`src/rtl/axi4lite_regfile.sv`:
```
// -----------------------------------------------------------------------------
// axi4lite_regfile
//
// Parametrised AXI4-Lite slave register file. Word-aligned addresses select one
// of NUM_REGS registers. Writes honour WSTRB byte lanes. AW and W may arrive in
// the same cycle or in either order with any gap. The register contents are
// also exported flat on reg_out, and wr_pulse flags each committed write.
//
// Optional feature macro: AXIL_REGFILE_SLVERR_EN
//   defined     : out-of-range accesses respond SLVERR (2'b10).
//   not defined : out-of-range writes are dropped and reads return 0, both OKAY.
//
// Parameters
//   ADDR_WIDTH  : AXI byte-address width
//   DATA_WIDTH  : data width (8, 16, 32 or 64)
//   NUM_REGS    : number of registers, 1 .. 2^(ADDR_WIDTH-ADDR_LSB)
//   RESET_VALUE : reset contents of every register
//
// Ports
//   clk, rst            : sole clock (rising edge), synchronous active-high reset
//   s_axi_aw*           : write address channel (awaddr, awvalid, awready)
//   s_axi_w*            : write data channel (wdata, wstrb, wvalid, wready)
//   s_axi_b*            : write response channel (bresp, bvalid, bready)
//   s_axi_ar*           : read address channel (araddr, arvalid, arready)
//   s_axi_r*            : read data channel (rdata, rresp, rvalid, rready)
//   reg_out             : register i on bits [i*DATA_WIDTH +: DATA_WIDTH]
//   wr_pulse            : one-cycle pulse on bit i when a write commits to reg i
// -----------------------------------------------------------------------------
module axi4lite_regfile #(
  parameter int                    ADDR_WIDTH  = 8,
  parameter int                    DATA_WIDTH  = 32,
  parameter int                    NUM_REGS    = 8,
  parameter logic [DATA_WIDTH-1:0] RESET_VALUE = '0
) (
  input  logic                           clk,
  input  logic                           rst,
  input  logic [ADDR_WIDTH-1:0]          s_axi_awaddr,
  input  logic                           s_axi_awvalid,
  output logic                           s_axi_awready,
  input  logic [DATA_WIDTH-1:0]          s_axi_wdata,
  input  logic [DATA_WIDTH/8-1:0]        s_axi_wstrb,
  input  logic                           s_axi_wvalid,
  output logic                           s_axi_wready,
  output logic [1:0]                     s_axi_bresp,
  output logic                           s_axi_bvalid,
  input  logic                           s_axi_bready,
  input  logic [ADDR_WIDTH-1:0]          s_axi_araddr,
  input  logic                           s_axi_arvalid,
  output logic                           s_axi_arready,
  output logic [DATA_WIDTH-1:0]          s_axi_rdata,
  output logic [1:0]                     s_axi_rresp,
  output logic                           s_axi_rvalid,
  input  logic                           s_axi_rready,
  output logic [NUM_REGS*DATA_WIDTH-1:0] reg_out,
  output logic [NUM_REGS-1:0]            wr_pulse
);

  localparam int ADDR_LSB = $clog2(DATA_WIDTH / 8);
  localparam int IDX_W    = ADDR_WIDTH - ADDR_LSB;
  localparam int STRB_W   = DATA_WIDTH / 8;

  // ---------------------------------------------------------------------------
  // State
  // ---------------------------------------------------------------------------
  logic                  aw_held;
  logic                  w_held;
  logic                  bvalid;
  logic                  rvalid;
  logic [IDX_W-1:0]      aw_idx_q;
  logic [DATA_WIDTH-1:0] w_data_q;
  logic [STRB_W-1:0]     w_strb_q;
  logic [DATA_WIDTH-1:0] rdata_q;
  logic [NUM_REGS-1:0]   wr_pulse_q;
  logic [DATA_WIDTH-1:0] regs [NUM_REGS];

  // Byte-offset bits carry no meaning for word-aligned registers.
  generate
    if (ADDR_LSB > 0) begin : g_unused_lsb
      logic unused_addr_lsb;
      assign unused_addr_lsb = ^{s_axi_awaddr[ADDR_LSB-1:0], s_axi_araddr[ADDR_LSB-1:0]};
    end
  endgenerate

  // ---------------------------------------------------------------------------
  // Handshakes. Ready outputs depend on registered state only.
  // ---------------------------------------------------------------------------
  assign s_axi_awready = !aw_held && !bvalid;
  assign s_axi_wready  = !w_held && !bvalid;
  assign s_axi_arready = !rvalid;

  logic aw_hs, w_hs, ar_hs, commit;
  assign aw_hs  = s_axi_awvalid && s_axi_awready;
  assign w_hs   = s_axi_wvalid && s_axi_wready;
  assign ar_hs  = s_axi_arvalid && s_axi_arready;
  // Commit as soon as both halves are either held or arriving this edge.
  assign commit = (aw_held || aw_hs) && (w_held || w_hs);

  // Effective write operands: the held copy wins, otherwise the live bus.
  logic [IDX_W-1:0]      wr_idx;
  logic [DATA_WIDTH-1:0] wr_data;
  logic [STRB_W-1:0]     wr_strb;
  assign wr_idx  = aw_held ? aw_idx_q : s_axi_awaddr[ADDR_WIDTH-1:ADDR_LSB];
  assign wr_data = w_held  ? w_data_q : s_axi_wdata;
  assign wr_strb = w_held  ? w_strb_q : s_axi_wstrb;

  logic [IDX_W-1:0] rd_idx;
  assign rd_idx = s_axi_araddr[ADDR_WIDTH-1:ADDR_LSB];

  // Decode. An out-of-range index matches no register, so writes drop and
  // reads fall through to zero without any extra range logic.
  logic [NUM_REGS-1:0]   wr_sel;
  logic [DATA_WIDTH-1:0] rd_word;
  always_comb begin
    // NOTE: every variable written here gets a default first, so no path
    // leaves it unassigned and no latch is inferred.
    wr_sel  = '0;
    rd_word = '0;
    for (int i = 0; i < NUM_REGS; i++) begin
      if (commit && (wr_idx == IDX_W'(i))) wr_sel[i] = 1'b1;
      if (rd_idx == IDX_W'(i))             rd_word   = regs[i];
    end
  end

  // ---------------------------------------------------------------------------
  // Channel control
  // ---------------------------------------------------------------------------
  always_ff @(posedge clk) begin
    if (rst) begin
      aw_held    <= 1'b0;
      w_held     <= 1'b0;
      bvalid     <= 1'b0;
      rvalid     <= 1'b0;
      aw_idx_q   <= '0;
      w_data_q   <= '0;
      w_strb_q   <= '0;
      rdata_q    <= '0;
      wr_pulse_q <= '0;
    end else begin
      wr_pulse_q <= wr_sel;

      if (commit) begin
        aw_held <= 1'b0;
        w_held  <= 1'b0;
        bvalid  <= 1'b1;
      end else begin
        if (aw_hs) aw_held <= 1'b1;
        if (w_hs)  w_held  <= 1'b1;
        if (bvalid && s_axi_bready) bvalid <= 1'b0;
      end

      if (aw_hs) aw_idx_q <= s_axi_awaddr[ADDR_WIDTH-1:ADDR_LSB];
      if (w_hs) begin
        w_data_q <= s_axi_wdata;
        w_strb_q <= s_axi_wstrb;
      end

      // NOTE: non-blocking assignments mean rd_word is the pre-edge register
      // value, so a read captured on a commit edge returns the old contents.
      if (ar_hs) begin
        rvalid  <= 1'b1;
        rdata_q <= rd_word;
      end else if (s_axi_rready) begin
        rvalid  <= 1'b0;
      end
    end
  end

  // ---------------------------------------------------------------------------
  // Register array with byte-lane writes
  // ---------------------------------------------------------------------------
  always_ff @(posedge clk) begin
    if (rst) begin
      // NOTE: this array is reset element by element because its reset value
      // is architecturally visible on reg_out; that keeps it out of RAM macros.
      for (int i = 0; i < NUM_REGS; i++) regs[i] <= RESET_VALUE;
    end else begin
      for (int i = 0; i < NUM_REGS; i++) begin
        if (wr_sel[i]) begin
          for (int b = 0; b < STRB_W; b++) begin
            if (wr_strb[b]) regs[i][b*8 +: 8] <= wr_data[b*8 +: 8];
          end
        end
      end
    end
  end

  // ---------------------------------------------------------------------------
  // Responses
  // ---------------------------------------------------------------------------
`ifdef AXIL_REGFILE_SLVERR_EN
  localparam logic [IDX_W:0] NUM_REGS_W  = (IDX_W + 1)'(NUM_REGS);
  localparam logic [1:0]     RESP_OKAY   = 2'b00;
  localparam logic [1:0]     RESP_SLVERR = 2'b10;

  logic       wr_in_range, rd_in_range;
  logic [1:0] bresp_q, rresp_q;
  assign wr_in_range = {1'b0, wr_idx} < NUM_REGS_W;
  assign rd_in_range = {1'b0, rd_idx} < NUM_REGS_W;

  always_ff @(posedge clk) begin
    if (rst) begin
      bresp_q <= RESP_OKAY;
      rresp_q <= RESP_OKAY;
    end else begin
      if (commit) bresp_q <= wr_in_range ? RESP_OKAY : RESP_SLVERR;
      if (ar_hs)  rresp_q <= rd_in_range ? RESP_OKAY : RESP_SLVERR;
    end
  end

  assign s_axi_bresp = bresp_q;
  assign s_axi_rresp = rresp_q;
`else
  assign s_axi_bresp = 2'b00;
  assign s_axi_rresp = 2'b00;
`endif

  assign s_axi_bvalid = bvalid;
  assign s_axi_rvalid = rvalid;
  assign s_axi_rdata  = rdata_q;
  assign wr_pulse     = wr_pulse_q;

  always_comb begin
    reg_out = '0;
    for (int i = 0; i < NUM_REGS; i++) reg_out[i*DATA_WIDTH +: DATA_WIDTH] = regs[i];
  end

endmodule
```
`config.mk`:
```
export PLATFORM = sky130hd
export DESIGN_NAME = axi4lite_regfile
export DESIGN_NICKNAME = d
export VERILOG_FILES = /design/src/rtl/axi4lite_regfile.sv
export SDC_FILE = /design/constraint.sdc
export NUM_CORES = 1
export LEC_CHECK = 0
export CAP_MARGIN = 40
export CORE_MARGIN = 2
export CORE_UTILIZATION = 54
export CTS_BUF_LIST = sky130_fd_sc_hd__clkbuf_16
export DETAILED_ROUTE_END_ITERATION = 10
export GPL_TIMING_DRIVEN = 0
export PLACE_DENSITY = 0.95
export SKIP_CTS_REPAIR_TIMING = 1
export SKIP_LAST_GASP = 1
export SLEW_MARGIN = 20
export SYNTH_ARGS = -nofsm -noshare
export SYNTH_HDL_FRONTEND = slang
export SYNTH_SLANG_ARGS = --single-unit
export TNS_END_PERCENT = 20
```
`constraint.sdc`:
```
create_clock -name clk -period 3.8 [get_ports clk]
set_clock_uncertainty 0.1 [all_clocks]
set_input_delay 0.38 -clock clk [delete_from_list [all_inputs] [get_ports clk]]
set_output_delay 0.38 -clock clk [all_outputs]
set_load 0.005 [all_outputs]
```
======== After elaboration in Yosys (flattened, before gate mapping) ========
Memories as Yosys holds them, arrays and structs flattened.
Cells that the tools add are included.
storage, ports and cells
  bits in registers ....................... 86
  bits of input ports ..................... 59
  memories ................................ 1
  logic and storage cells ................. 239
  bits in writable memories ............... 256
cells by class
  muxes and demuxes ....................... 157
  bitwise logic cells ..................... 32
  equal/unequal tests ..................... 14
  reduce and logical (&&, ||, !) cells .... 26
memory list
  name  depth  width  read ports  clocked after Yosys merged registers in  write ports  line  source
  regs  8      32     8           0                                        8            74    logic [DATA_WIDTH-1:0] regs [NUM_REGS];
operators by type and width
  operator              number
  $mux W32              9
  $mux W8               32
  $mux W1               114
  $eq A6 B3 Y1 const B  8
  $or A1 B1 Y1          32
  $eq A6 B2 Y1 const B  4
  $logic_and A1 B1 Y1   15
  $eq A6 B1 Y1 const B  2
  $logic_not A6 Y1      2
  $mux W6               1
  $logic_not A1 Y1      4
  $mux W4               1
  $reduce_bool A2 Y1    2
  $logic_or A1 B1 Y1    2
  $reduce_or A2 Y1      1

======== Logic depth before layout (Yosys ltp) ========
  depth in word-level cells ............... 11
  gate-level depth with buffers ........... 8

======== Least setup slack after synthesis ========
No wires, ideal clock.
  path type ............................... input-to-reg
  from .................................... input s_axi_awaddr[6]
  to ...................................... memory regs[6][0], in the netlist regs[1][64] (enable)
  stages on the path ...................... 5
  setup slack ............................. 1.577 ns
  data arrival time ....................... 1.748 ns
  required time ........................... 3.325 ns
  cells stage by stage .................... or3_1 > clkbuf_1 > a22oi_1 > nand3_1 > o21bai_1
RTL lines
  what                line  source
  start: declaration  37    input logic [ADDR_WIDTH-1:0] s_axi_awaddr,
  end: declaration    74

==> reports/metrics.yaml <==
floorplanning:
  die_h_um: 172.1
  core_region_um2: 27780
  num_rows: 61
  boundaryPins: 364
  die_w_um: 172.1
  initial_utilization_pct: 54.92
  design.die.area_um2: 29620
status:
  status: "complete, no violations"
grt:
  grt_antenna_before_repair: 0
  grt_util_all_layers_pct: 35.66
  gr-total-overflow: 0
  number_of_global_route_vias_before_repair: 12790
  grt_start_max_net_pins: 16
  grt_first_pass_wirelength_um: 77090
cts:
  cts-buffers-inserted: 35
  clock_latency_at_the_later_pin_of_the_worst_skew_pair_ps: 520
  cts-root-to-sink-buffers: 3
  cts.root.buffer_cell: "clkbuf_16"
  clock_tree.htree_level_count: 2
  path_clk_slew_ps: 70
  tritoncts_clock_tree: "built"
  cts_num_sinks: 342
placement:
  post-dp-hpwl_um: 39630
  input_output_buffers: 353
  gpl.final_weighted_congestion: 0.9755
  place_ws_ps: 564.1
  detailed_place.area_um2: 19300
timing:
  min_period_ps: 2954
  worst_slack_ps: 846.4
  timing_worst_slew_pin_value_ps: 880.8
  finalHoldViolCount: 0
  relative_max_transition_margin_pct: 41.28
  setup-violations-final: 0
  fin_tns_setup_ps: 0
  min_period_over_period_pct: 77.73
  rsz0062_at_grt: "false"
  final_max_slew_viol_count: 0
  clock.fmax_ghz: 0.3386
job:
  cap_viol_max_count: 0
synthesis:
  netlist_area_um2: 15260
  synth.top_cell.area_share_pct: 50.39
  cell_type_with_the_highest_aggregate_area_in_the_netlist: "edfxtp_1"
  synth_area_leaders: "edfxtp_1 (50%), dfxtp_1 (11%), nor2_1 (6.8%), mux4_2 (4.7%), mux2i_1 (2.8%)"
  synth.top_cells.by_count: "nor2_1 (275), edfxtp_1 (256), clkbuf_1 (93)"
  synth_cell_type_count: 46
  syn_inst: 1303
  asr_flop_ratio_synth_pct: 0
  yosys_register_bits: 342
  synth.most_common_cell: "nor2_1"
  syn-mean-instance-area_um2: 11.71
  synth_ff_type: "edfxtp_1"
  yosysSeqAreaShare_pct: 61.67
  ys.warnings.count: 0
  synth-edff-count: 256
drt:
  detailroute.via_count: 13190
  route.detailed.drc: 0
  routedWlPerCell_um: 25.46
  vias_per_cell: 6.262
  drt_first_iter_violations: 1644
  final_antenna_net_count: 0
  detail_route.first_pass.iterations: 8
  postRouteWirelength_um: 53620
cells_and_area:
  design_area_um2: 20470
  utilization_after_layout_pct: 73.70
  nets: 1761
  layout.filler_cells: 1777
  antenna-diode-count: 0
  fraction_of_layout_instances_using_a_drive_strength_above_1_pct: 10.47
  area.growth.synth_to_final_pct: 34.20
worst_setup_path:
  timing.critical_path.to_type: "register"
  critical_path.top_delay_family: "compound AO/OA/AOI/OAI gates"
  critical-path-slowest-cell: "o21bai_1"
  worst-endpoint-required_ps: 3840
  critPathMaxStageDelay_ps: 710
  critPathLaunchType: "register"
  timing.reg2reg.worst_path_depth: 5
  path_depth: 5
  cp_num_buf_inv: 1
  critical_path_peak_fanout: 10
  setup.worst_path.class: "register to register"
  critical_path.cell_chain: "buf_4 > o22ai_1 > nor2_1 > nand3_1 > o21bai_1"
  worst_ep_arrival_time_ps: 2990
power:
  p_leak_nw: 7.352
  power-per-cell-area_nw_per_um2: 434.5
  ir_worst_vdd_uv: 328.8
worst_hold_path:
  worstHoldPathCells: 3
  type_of_the_worst_min_delay_path: "input port to register"
worst paths after layout:
path	from	to	slack, ps
setup / recovery	aw_held	regs[1][103]	850
hold / removal	s_axi_wdata[8]	w_data_q[8]	340
hold reg to reg	w_data_q[23]	w_data_q[23]	360
setup reg to reg	aw_held	regs[1][103]	850
layer usage:
layer / global-route usage [%] / up-vias / wire (um) / share of wire, %
li1: - / 5501 / - / -
met1: 43.45 / 6328 / 18210 / 34
met2: 59.65 / 1113 / 25670 / 48
met5: 0 / - / 0 / 0
met4: 18.01 / 0 / 3097 / 5.8
met3: 8.492 / 246 / 6639 / 12
state kept, by name (all words and copies together), names as in the netlist:
name and cells:
regs 256, s_axi_rdata 32, w_data_q 32, wr_pulse 8, aw_idx_q 6, w_strb_q 4, aw_held 1, s_axi_bvalid 1
s_axi_rvalid 1, w_held 1
stage by stage:
stage / power (W) / instances / hold WS [ps]
floorplan: 0.004861 / 1306 / 336.0
global route: 0.009092 / 2106 / 339.6
CTS: 0.008849 / 2104 / 342.3
finish: 0.008895 / 2106 / 344.4
detailed placement: 0.005460 / 2041 / 346.1
global placement: 0.005413 / 2037 / 341.0
cell type report:
type,instances,area (um2),share of cell area [%]
tap,378,473.0,2.310
inverter,42,157.7,0.7700
clock buffer,39,975.9,4.767
timing repair buffer,359,3578,17.48
multi-input combinational,793,5160,25.20
clock inverter,24,178.9,0.8739
buffer,129,541.8,2.646
sequential,342,9409,45.95
tightest hold or removal path, stage by stage:
cell and delay (ps):
clkdlybuf4s50_1 420, nand2_1 60, a21oi_1 50
cells in the final DEF, fill, tap and decap left out, types with 20 or more instances in the layout:
master           instances
clkdlybuf4s50_1        353
nor2_1                 275
edfxtp_1               256
clkbuf_1                93
dfxtp_1                 86
nand2_1                 76
a21oi_1                 70
inv_1                   48
mux2i_1                 43
clkbuf_16               39
or2_2                   32
mux4_2                  32
a221oi_1                31
a211o_1                 31
o221ai_1                30
a22o_1                  29
nor4b_1                 28
nand2b_1                26
nand2_2                 20
cell families (layout without fill, tap and decap cells):
group           count (synthesis)  in the layout  share of synthesized area, %
simple gates                  499            499                         15.67
flops                         342            342                         61.67
compound gates                214            214                         10.43
buf+inv                       171            593                         4.584
mux                            76             76                         7.618
other cells                     1              4                       0.02458
power breakdown:
group / internal [W] / switching (W) / leakage [nW]
Sequential: 0.00419 / 0.000130 / 3.34
Clock: 0.00204 / 0.00143 / 0.590
Combinational: 0.000500 / 0.000597 / 3.42
(Power assumes the default switching activity.)
